$ cat config.mk
export PLATFORM = sky130hd
export DESIGN_NAME = keypad_scan_ctrl
export DESIGN_NICKNAME = d
export VERILOG_FILES = /design/src/rtl/keypad_pkg.sv /design/src/rtl/keypad_debounce.sv /design/src/rtl/keypad_scan_ctrl.sv
export SDC_FILE = /design/constraint.sdc
export NUM_CORES = 1
export LEC_CHECK = 0
export BUFFER_PORTS_ARGS = -buffer_cell sky130_fd_sc_hd__buf_2
export CELL_PAD_IN_SITES_DETAIL_PLACEMENT = 1
export CELL_PAD_IN_SITES_GLOBAL_PLACEMENT = 2
export CORE_UTILIZATION = 34
export DETAILED_ROUTE_END_ITERATION = 6
export GPL_ROUTABILITY_DRIVEN = 1
export MAX_ROUTING_LAYER = met4
export PLACE_DENSITY_LB_ADDON = 0.08
export SLEW_MARGIN = 25
export SYNTH_ARGS = -nofsm -noshare
export SYNTH_HDL_FRONTEND = slang
export SYNTH_SLANG_ARGS = --single-unit
export TNS_END_PERCENT = 1
$ cat constraint.sdc
create_clock -name clk -period 1.97 [get_ports clk]
set_input_delay 0.591 -clock clk [delete_from_list [all_inputs] [get_ports clk]]
set_output_delay 0.591 -clock clk [all_outputs]
set_load 0.1 [all_outputs]
$ cat src/rtl/keypad_pkg.sv
// rtl/keypad_pkg.sv - shared types, key codes and scan-index to mux-select mapping for the keypad scanner
package keypad_pkg;

  localparam int KEY_COUNT = 12;

  typedef enum logic [1:0] {IDLE, SETTLE, SAMPLE} scan_state_t;

  localparam logic [3:0] KEY_CODE_1    = 4'd0;
  localparam logic [3:0] KEY_CODE_2    = 4'd1;
  localparam logic [3:0] KEY_CODE_3    = 4'd2;
  localparam logic [3:0] KEY_CODE_4    = 4'd3;
  localparam logic [3:0] KEY_CODE_5    = 4'd4;
  localparam logic [3:0] KEY_CODE_6    = 4'd5;
  localparam logic [3:0] KEY_CODE_7    = 4'd6;
  localparam logic [3:0] KEY_CODE_8    = 4'd7;
  localparam logic [3:0] KEY_CODE_9    = 4'd8;
  localparam logic [3:0] KEY_CODE_0    = 4'd9;
  localparam logic [3:0] KEY_CODE_STAR = 4'd10;
  localparam logic [3:0] KEY_CODE_HASH = 4'd11;

  // Bank 0 holds indices 0-5, bank 1 holds 6-11; select is {group, bank}.
  function automatic logic [3:0] idx_to_sel(input logic [3:0] k);
    logic [2:0] g;
    logic       bank;
    bank = (k >= 4'd6);
    g    = bank ? 3'(k - 4'd6) : k[2:0];
    return {g, bank};
  endfunction

endpackage

$ cat src/rtl/keypad_debounce.sv
// rtl/keypad_debounce.sv - single-key lock and scan-count debouncer producing press/release event pulses
module keypad_debounce
  import keypad_pkg::*;
#(
  parameter int DEBOUNCE_SCANS = 3
) (
  input  logic       clk,
  input  logic       rst_n,
  input  logic       clear,
  input  logic       sample,
  input  logic [3:0] k,
  input  logic       key_in,
  output logic       held,
  output logic       evt,
  output logic       evt_release
);

  localparam int CW = $clog2(DEBOUNCE_SCANS + 1);
  localparam logic [CW-1:0] TARGET = CW'(DEBOUNCE_SCANS);

  logic          locked_q, locked_d;
  logic [3:0]    lock_k_q, lock_k_d;
  logic [CW-1:0] cnt_q, cnt_d, cnt_inc;
  logic          held_q, held_d;

  always_ff @(posedge clk or negedge rst_n) begin
    if (!rst_n) begin
      locked_q <= 1'b0;
      lock_k_q <= 4'd0;
      cnt_q    <= '0;
      held_q   <= 1'b0;
    end else begin
      locked_q <= locked_d;
      lock_k_q <= lock_k_d;
      cnt_q    <= cnt_d;
      held_q   <= held_d;
    end
  end

  // With no lock, any sampled key may become the candidate; once locked only that key is evaluated.
  always_comb begin
    locked_d    = locked_q;
    lock_k_d    = lock_k_q;
    cnt_d       = cnt_q;
    held_d      = held_q;
    evt         = 1'b0;
    evt_release = 1'b0;
    cnt_inc     = cnt_q + 1'b1;
    if (clear) begin
      locked_d = 1'b0;
      lock_k_d = 4'd0;
      cnt_d    = '0;
      held_d   = 1'b0;
    end else if (sample && (!locked_q || k == lock_k_q)) begin
      if (!held_q) begin
        if (key_in) begin
          locked_d = 1'b1;
          lock_k_d = k;
          if (cnt_inc == TARGET) begin
            held_d = 1'b1;
            cnt_d  = '0;
            evt    = 1'b1;
          end else begin
            cnt_d = cnt_inc;
          end
        end else begin
          locked_d = 1'b0;
          cnt_d    = '0;
        end
      end else if (!key_in) begin
        if (cnt_inc == TARGET) begin
          held_d      = 1'b0;
          locked_d    = 1'b0;
          cnt_d       = '0;
          evt         = 1'b1;
          evt_release = 1'b1;
        end else begin
          cnt_d = cnt_inc;
        end
      end else begin
        cnt_d = '0;
      end
    end
  end

  assign held = held_q;

endmodule

$ cat src/rtl/keypad_scan_ctrl.sv
// rtl/keypad_scan_ctrl.sv - keypad scan FSM, scan index and event handshake; KEYPAD_RELEASE_EVT_EN enables release events
module keypad_scan_ctrl
  import keypad_pkg::*;
#(
  parameter int DWELL_CYCLES   = 4,
  parameter int DEBOUNCE_SCANS = 3
) (
  input  logic       clk,
  input  logic       rst_n,
  input  logic       scan_en,
  output logic [3:0] sel_o,
  input  logic       key_in,
  output logic [3:0] key_code_o,
  output logic       key_valid_o,
  input  logic       key_ready_i,
  output logic       key_held_o,
  output logic       overrun_o,
  input  logic       clr_ovr_i,
  output logic       key_release_o
);

  localparam int DW = (DWELL_CYCLES > 2) ? $clog2(DWELL_CYCLES - 1) : 1;
  localparam logic [DW-1:0] DWELL_LAST = DW'(DWELL_CYCLES - 2);
  localparam logic [3:0]    K_LAST     = 4'(KEY_COUNT - 1);

  scan_state_t   state_q, state_d;
  logic [DW-1:0] dwell_q, dwell_d;
  logic [3:0]    k_q, k_d;
  logic          sample, evt, evt_release, new_evt, new_rel, consume;

  always_ff @(posedge clk or negedge rst_n) begin
    if (!rst_n) begin
      state_q <= IDLE;
      dwell_q <= '0;
      k_q     <= 4'd0;
    end else begin
      state_q <= state_d;
      dwell_q <= dwell_d;
      k_q     <= k_d;
    end
  end

  always_comb begin
    state_d = state_q;
    dwell_d = dwell_q;
    k_d     = k_q;
    case (state_q)
      IDLE: begin
        dwell_d = '0;
        k_d     = 4'd0;
        if (scan_en) state_d = SETTLE;
      end
      SETTLE: begin
        if (dwell_q == DWELL_LAST) begin
          state_d = SAMPLE;
          dwell_d = '0;
        end else begin
          dwell_d = dwell_q + 1'b1;
        end
      end
      SAMPLE: begin
        state_d = SETTLE;
        k_d     = (k_q == K_LAST) ? 4'd0 : k_q + 4'd1;
      end
      default: state_d = IDLE;
    endcase
    if (!scan_en) begin
      state_d = IDLE;
      dwell_d = '0;
      k_d     = 4'd0;
    end
  end

  assign sel_o  = (state_q == IDLE) ? 4'd0 : idx_to_sel(k_q);
  assign sample = (state_q == SAMPLE) && scan_en;

  keypad_debounce #(.DEBOUNCE_SCANS(DEBOUNCE_SCANS)) u_debounce (
    .clk        (clk),
    .rst_n      (rst_n),
    .clear      (!scan_en),
    .sample     (sample),
    .k          (k_q),
    .key_in     (key_in),
    .held       (key_held_o),
    .evt        (evt),
    .evt_release(evt_release)
  );

`ifdef KEYPAD_RELEASE_EVT_EN
  assign new_evt = evt;
  assign new_rel = evt_release;
`else
  assign new_evt = evt & ~evt_release;
  assign new_rel = 1'b0;
`endif

  assign consume = key_valid_o & key_ready_i;

  // A new event may replace one consumed on the same edge; otherwise a pending event wins and flags overrun.
  always_ff @(posedge clk or negedge rst_n) begin
    if (!rst_n) begin
      key_valid_o <= 1'b0;
      key_code_o  <= 4'd0;
      overrun_o   <= 1'b0;
    end else begin
      if (consume) key_valid_o <= 1'b0;
      if (new_evt && (!key_valid_o || consume)) begin
        key_valid_o <= 1'b1;
        key_code_o  <= k_q;
      end
      if (clr_ovr_i)
        overrun_o <= 1'b0;
      else if (new_evt && key_valid_o && !consume)
        overrun_o <= 1'b1;
    end
  end

`ifdef KEYPAD_RELEASE_EVT_EN
  always_ff @(posedge clk or negedge rst_n) begin
    if (!rst_n)
      key_release_o <= 1'b0;
    else if (new_evt && (!key_valid_o || consume))
      key_release_o <= new_rel;
  end
`else
  assign key_release_o = new_rel;
`endif

endmodule

==> flow_metrics.tcl, run 1 <==
set metrics [dict create \
    path_clk_slew_ns 0.13 \
    crit_path_cell_trace "buf_6 -> buf_6 -> o21a_1 -> nor3_4 -> buf_12" \
    synth_area_leaders "dfrtp_1 44%, o21ai_0 4.4%, nand2_1 3.9%" \
    worst_slack_ns -0.201 \
    drtAntennaViolNets 0 \
    cts_tree "done" \
    seq_area_frac_synth 0.441 \
    first_pass_iters 4 \
    synth_edf_count 0 \
    syn-cell-area_um2 1250 \
    total_power_uw 856 \
    nets 170 \
    cts_root_buffer "clkbuf_4" \
    hold_class "primary input to async pin" \
    antenna_found_initial 0 \
    fmax_mhz 461 \
    cp_common_cell "buf_6" \
    fin_crit_ns 2.17 \
    dpl.hpwl_mm 2.07 \
    synth_seq_cells 22 \
    syn_area_per_cell_um2 9.32 \
    status "finished, violations left" \
    viasPerCell 4.96 \
    reg2reg_to "key_code_o[2]" \
    end_kind "primary output" \
    wl_per_cell_um 14.1 \
    syn_to_final_growth_pct 30.2 \
    max-cap-violations 0 \
    finalSetupViolCount 3 \
    hold_viol 0 \
    syn_inst 134 \
    grt_pass1_vias 1056 \
    nFillCells 395 \
    reg2reg_slack_ns 0.09 \
    rows 21 \
    crit_slowest_cell "dfrtp_2" \
    first_iter_violations 20 \
    fin_tns_setup_ns -0.512 \
    n_antenna_cell 0 \
    gp_congestion 0.729 \
    clk_latency_ns 0.30 \
    worstPathRequired_ns 1.38 \
    grt_first_pass_wirelength_mm 5.06 \
    gr-total-overflow 0 \
    synth_top_area_share 0.441 \
    critical_path_arrival_ns 1.58 \
    grt_max_degree 23 \
    syn_nets 143 \
    cts.sinks 22 \
    die_h_um 62.6 \
    initial_core_util 0.366 \
    relSlewSlack 0.661 \
    r2r-start "k_q[2]" \
    path_class "flop to primary output" \
    cts_buffer_depth 2 \
    grtUsageTotal 0.170 \
    power_density_nw_per_um2 527 \
    synth_cell_types 35 \
    portBuffers 16 \
    ys_warn_count 0 \
    irDropWorstVdd_mv 0.240 \
    maxSlewViolCount 0 \
    cp_slowest_stage_delay_ns 0.49 \
    ys.flop_type "dfrtp_1" \
    vias 1022 \
    layout_worst_path_cycle_share 1.10 \
    synth_top_area_cell "dfrtp_1" \
    ioPinCount 18 \
    rsz0062_at_grt "yes" \
    async_flop_share 1.00 \
    violations "setup timing" \
    routed_wl_mm 2.90 \
    cts_buffers 3 \
    cp_max_fo 5 \
    fp.dieW_um 62.6 \
    coreArea_um2 3420 \
    worst_pin_slew_ns 0.509 \
    drc 0 \
    fin_skew_ns 0.00644 \
    yosysMostFrequentCell "dfrtp_1" \
    r2r_cells 5 \
    dieArea_um2 3920 \
    synthTopCellsByCount "22 x dfrtp_1, 13 x nand2_1, 11 x nor2_1, 11 x o21ai_0" \
    cts_htree_levels 1 \
    start_kind "flop" \
    leakagePower_uw 0.000772 \
    drive_above_1_share 0.344 \
]
-- sequential cells by signal (all words and copies together), names as in the netlist --
name                 cells
overrun_o                1
u_debounce.cnt_q         2
k_q                      4
state_q                  2
key_valid_o              1
key_code_o               4
u_debounce.held          1
dwell_q                  2
u_debounce.lock_k_q      4
u_debounce.locked_q      1
-- power breakdown --
group	internal (µW)	leakage [µW]	total, µW	switching (µW)
Sequential	455	0.000301	458	3.11
Combinational	16.7	0.000443	53.2	36.6
Clock	205	0.0000279	345	140
-- logic make-up after synthesis --
| kind of cell | Yosys count | share of synthesized area |
|---|---|---|
| adders and majority gates | 3 | 0.0301 |
| other | 1 | 0.00300 |
| and+or+nand+nor | 52 | 0.217 |
| DFF | 22 | 0.441 |
| xor gates and xnor gates | 7 | 0.0491 |
| muxes | 6 | 0.0521 |
| buffers and inverters | 15 | 0.0621 |
| AOI/OAI and AO/OA | 28 | 0.145 |
-- worst max-delay path: cells and delay by family, from the launching register on --
kind | cells | cell delay, ns
and+or+nand+nor | 1 | 0.22
AOI/OAI and AO/OA | 1 | 0.12
buffers and inverters | 3 | 0.45
DFF | 1 | 0.49
-- per-layer routing --
metal,vias to the layer above,share of wire,global-route usage
met2,15,0.51,0.289
met5,-,0,-
met4,0,0.0090,0.0436
li1,505,-,-
met1,500,0.46,0.212
met3,2,0.023,0.0237
-- cells in the final DEF, fill, tap and decap left out, drive strengths merged --
cell / instances
buf: 32
dfrtp: 22
nand2: 13
o21ai: 11
nor2: 11
nand3: 6
a21oi: 6
xor2: 5
nand2b: 5
inv: 5
nor3: 5
nor2b: 4
mux2: 4
a21boi: 3
clkbuf: 3
and2: 3
ha: 3
mux2i: 2
xnor2: 2
a41o: 2
a211oi: 2
o21a: 1
nand4b: 1
o41ai: 1
a311oi: 1
nor4b: 1
nand4: 1
nor4bb: 1
and3: 1
a31oi: 1
conb: 1
bufinv: 1
-- per-stage QoR --
step / hold WS, ns / cell area, µm² / util / setup WS (ns) / std cells
after detailed placement: 0.490 / 1490 / 0.437 / 0.0573 / 198
after global routing: 0.258 / 1630 / 0.476 / -0.292 / 206
after CTS: 0.239 / 1590 / 0.466 / -0.257 / 204
after global placement: 0.474 / 1490 / 0.437 / 0.101 / 198
final: 0.237 / 1630 / 0.476 / -0.201 / 206
after floorplan: 0.295 / 1280 / - / -0.412 / 134
-- layout make-up --
cell class | instances | area [µm²] | share of cell area
repair buffers | 32 | 259 | 0.159
inverters | 5 | 18.8 | 0.0115
flip-flops and latches | 22 | 553 | 0.340
clock buffers | 3 | 22.5 | 0.0139
clock inverters | 1 | 30.0 | 0.0185
multi-input cells | 97 | 684 | 0.421
well taps | 46 | 57.6 | 0.0354
-- how the worst max path moves through the flow --
stage | slack [ns] | depth (start not counted) | end | from
finish | -0.20 | 5 | sel_o[2] | k_q[1]
global route | -0.29 | 5 | sel_o[3] | k_q[1]
CTS | -0.26 | 5 | sel_o[3] | k_q[1]
detailed placement | 0.06 | 5 | sel_o[3] | k_q[1]
global placement | 0.10 | 5 | sel_o[3] | k_q[1]
floorplan | -0.41 | 6 | sel_o[3] | k_q[0]
-- repair_timing --
item	CTS	global route
endpoints found under the setup margin	4	12
pin swaps	3	4
setup buffers	2	2
gates resized for setup	8	7
hold buffers	0	0
Power figures use the tool's default switching activity.
==> inputs of run 2 (changes only) <==
--- a/config.mk
+++ b/config.mk
@@ -8,7 +8,8 @@
 export BUFFER_PORTS_ARGS = -buffer_cell sky130_fd_sc_hd__buf_2
 export CELL_PAD_IN_SITES_DETAIL_PLACEMENT = 1
 export CELL_PAD_IN_SITES_GLOBAL_PLACEMENT = 2
-export CORE_UTILIZATION = 34
+export CORE_UTILIZATION = 36
+export CTS_BUF_LIST = sky130_fd_sc_hd__clkbuf_2 sky130_fd_sc_hd__clkbuf_4 sky130_fd_sc_hd__clkbuf_8
 export DETAILED_ROUTE_END_ITERATION = 6
 export GPL_ROUTABILITY_DRIVEN = 1
 export MAX_ROUTING_LAYER = met4
@@ -17,4 +18,3 @@
 export SYNTH_ARGS = -nofsm -noshare
 export SYNTH_HDL_FRONTEND = slang
 export SYNTH_SLANG_ARGS = --single-unit
-export TNS_END_PERCENT = 1
==> run 2 against run 1 <==
  * The flow still finishes with violations (setup timing)
  * Via count is 4.0% higher
  * First-iteration DRC count grew to 2.6 times the previous value
  * Maximum frequency fell by 1.6%
  * Critical endpoint is now sel_o[3]
  * Largest cell class unchanged
  * Highest routed layer unchanged
==> flow_metrics.tcl, run 2 (synthesis gave the netlist of run 1 again) <==
set metrics [dict create \
    vias 1063 \
    fin_crit_ns 2.21 \
    cts_root_buffer "clkbuf_4" \
    end_kind "primary output" \
    swShare 0.225 \
    drc 0 \
    mostFrequentLayoutCell "dfrtp_1" \
    die_h_um 60.9 \
    fin_util 0.504 \
    hold_buffers 0 \
    coreArea_um2 3340 \
    cts_htree_levels 1 \
    critical_path_arrival_ns 1.61 \
    path_clk_slew_ns 0.14 \
    cts_buffers 3 \
    first_iter_violations 51 \
    antenna_found_initial 0 \
    p_sw_uw 197 \
    seq_area_um2 554 \
    placed_area_um2 1540 \
    total_power_uw 877 \
    hold_class "primary input to async pin" \
    clk_latency_ns 0.32 \
    fin_skew_ns 0.00273 \
    worst_slack_ns -0.235 \
    design_area_um2 1680 \
    hold_viol 0 \
    fmax_mhz 453 \
    gr-total-overflow 0 \
    violations "setup timing" \
    nets 174 \
    power_frac_comb 0.064 \
    multiInputGateArea_um2 708 \
    gp_congestion 0.735 \
    final_cell_mix "19 x dfrtp_1, 18 x buf_4, 13 x nand2_1, 12 x buf_2, 10 x o21ai_0" \
    drive_above_1_share 0.366 \
    cts.sinks 22 \
    finalSetupViolCount 3 \
    worst_pin_slew_ns 0.520 \
    crit_path_cell_trace "ha_1 -> nor2_2 -> a211oi_4 -> buf_12" \
    power_density_nw_per_um2 521 \
    path_class "flop to primary output" \
    dpl.hpwl_mm 2.14 \
    p_clk_frac 0.414 \
    routed_wl_mm 3.04 \
    n_antenna_cell 0 \
    cp_slowest_stage_delay_ns 0.49 \
    grt_pass1_vias 1036 \
    worstPathRequired_ns 1.38 \
    status "finished, violations left" \
    rows 21 \
    crit_slowest_cell "dfrtp_2" \
    portBuffers 16 \
    initial_core_util 0.374 \
    fin_tns_setup_ns -0.610 \
    cts_tree "done" \
    syn_to_final_growth_pct 34.8 \
    grt_first_pass_wirelength_mm 4.91 \
    maxSlewViolCount 0 \
    cp_max_fo 5 \
    start_kind "flop" \
    relSlewSlack 0.653 \
    ioPinCount 18 \
    layout_worst_path_cycle_share 1.12 \
    wl_per_cell_um 14.5 \
    irDropWorstVdd_mv 0.248 \
    r2r_cells 6 \
    first_pass_iters 4 \
    max-cap-violations 0 \
    leakagePower_uw 0.000794 \
    reg_top3 "k_q: 4 flops, key_code_o: 4 flops, u_debounce.lock_k_q: 4 flops" \
    grt_max_degree 23 \
    dieArea_um2 3710 \
    seq_power_share 0.523 \
    fp.dieW_um 60.9 \
    nFillCells 394 \
    drtAntennaViolNets 0 \
    grtUsageTotal 0.189 \
    cts_buffer_depth 2 \
    viasPerCell 5.06 \
    internal_power_uw 679 \
    rsz0062_at_grt "yes" \
]
==> run 2: cell types whose count changed in the layout (fill, tap and decap cells not counted), sizes merged <==
cell / change
buf: +4
==> run 2: per-stage QoR <==
stage / hold WS (ns) / instances / setup slack [ns]
floorplan: 0.295 / 134 / -0.329
CTS: 0.222 / 207 / -0.282
global placement: 0.477 / 199 / 0.0981
global route: 0.236 / 210 / -0.283
finish: 0.219 / 210 / -0.235
detailed placement: 0.485 / 199 / 0.0326
==> run 2: area by class of cell <==
class | instances | area share
clock inverter | 1 | 0.0178
clock buffer | 3 | 0.0134
tap | 46 | 0.0342
sequential | 22 | 0.329
multi-input combinational | 97 | 0.421
timing repair buffer | 36 | 0.172
inverter | 5 | 0.0126
==> run 2: repair_timing <==
action,CTS,global route
cloned,0,0
resized for setup,12,1
endpoints found under the setup margin,4,8
pin swaps,4,7
setup buffers,5,3
==> run 2: power by group through the flow <==
stage | Sequential (µW) | Clock (µW) | Combinational, µW
after detailed placement | 467 | 0 | 54.4
final | 458 | 363 | 55.9
after global placement | 467 | 0 | 53.4
after global routing | 459 | 395 | 62.5
after CTS | 459 | 375 | 54.6
after floorplan | 466 | 0 | 32.9
==> run 2: worst paths after layout <==
kind / startpoint / endpoint / slack [ns]
hold / removal: rst_n / key_code_o[3] / 0.22
hold reg to reg: overrun_o / overrun_o / 0.51
setup reg to reg: k_q[2] / key_code_o[2] / 0.08
max in group asynchronous: rst_n / k_q[1] / 1.38
min in group clk: clr_ovr_i / overrun_o / 0.39
setup / recovery: k_q[1] / sel_o[3] / -0.24
==> run 2: worst max-delay path, delay by kind of cell (launching register included) <==
family                     cells  cell delay, ns
DFF                            1            0.49
adders and majority gates      1            0.33
AOI/OAI and AO/OA              1            0.21
buffers and inverters          1            0.21
and+or+nand+nor                1            0.06
==> run 2: layer usage <==
layer	GRT usage	share of wire	wire [µm]	up-vias
met5	-	0	0	-
met4	0.0584	0.014	44	0
met3	0.0320	0.022	66	5
met2	0.300	0.47	1430	14
met1	0.246	0.49	1500	526
li1	-	-	-	518
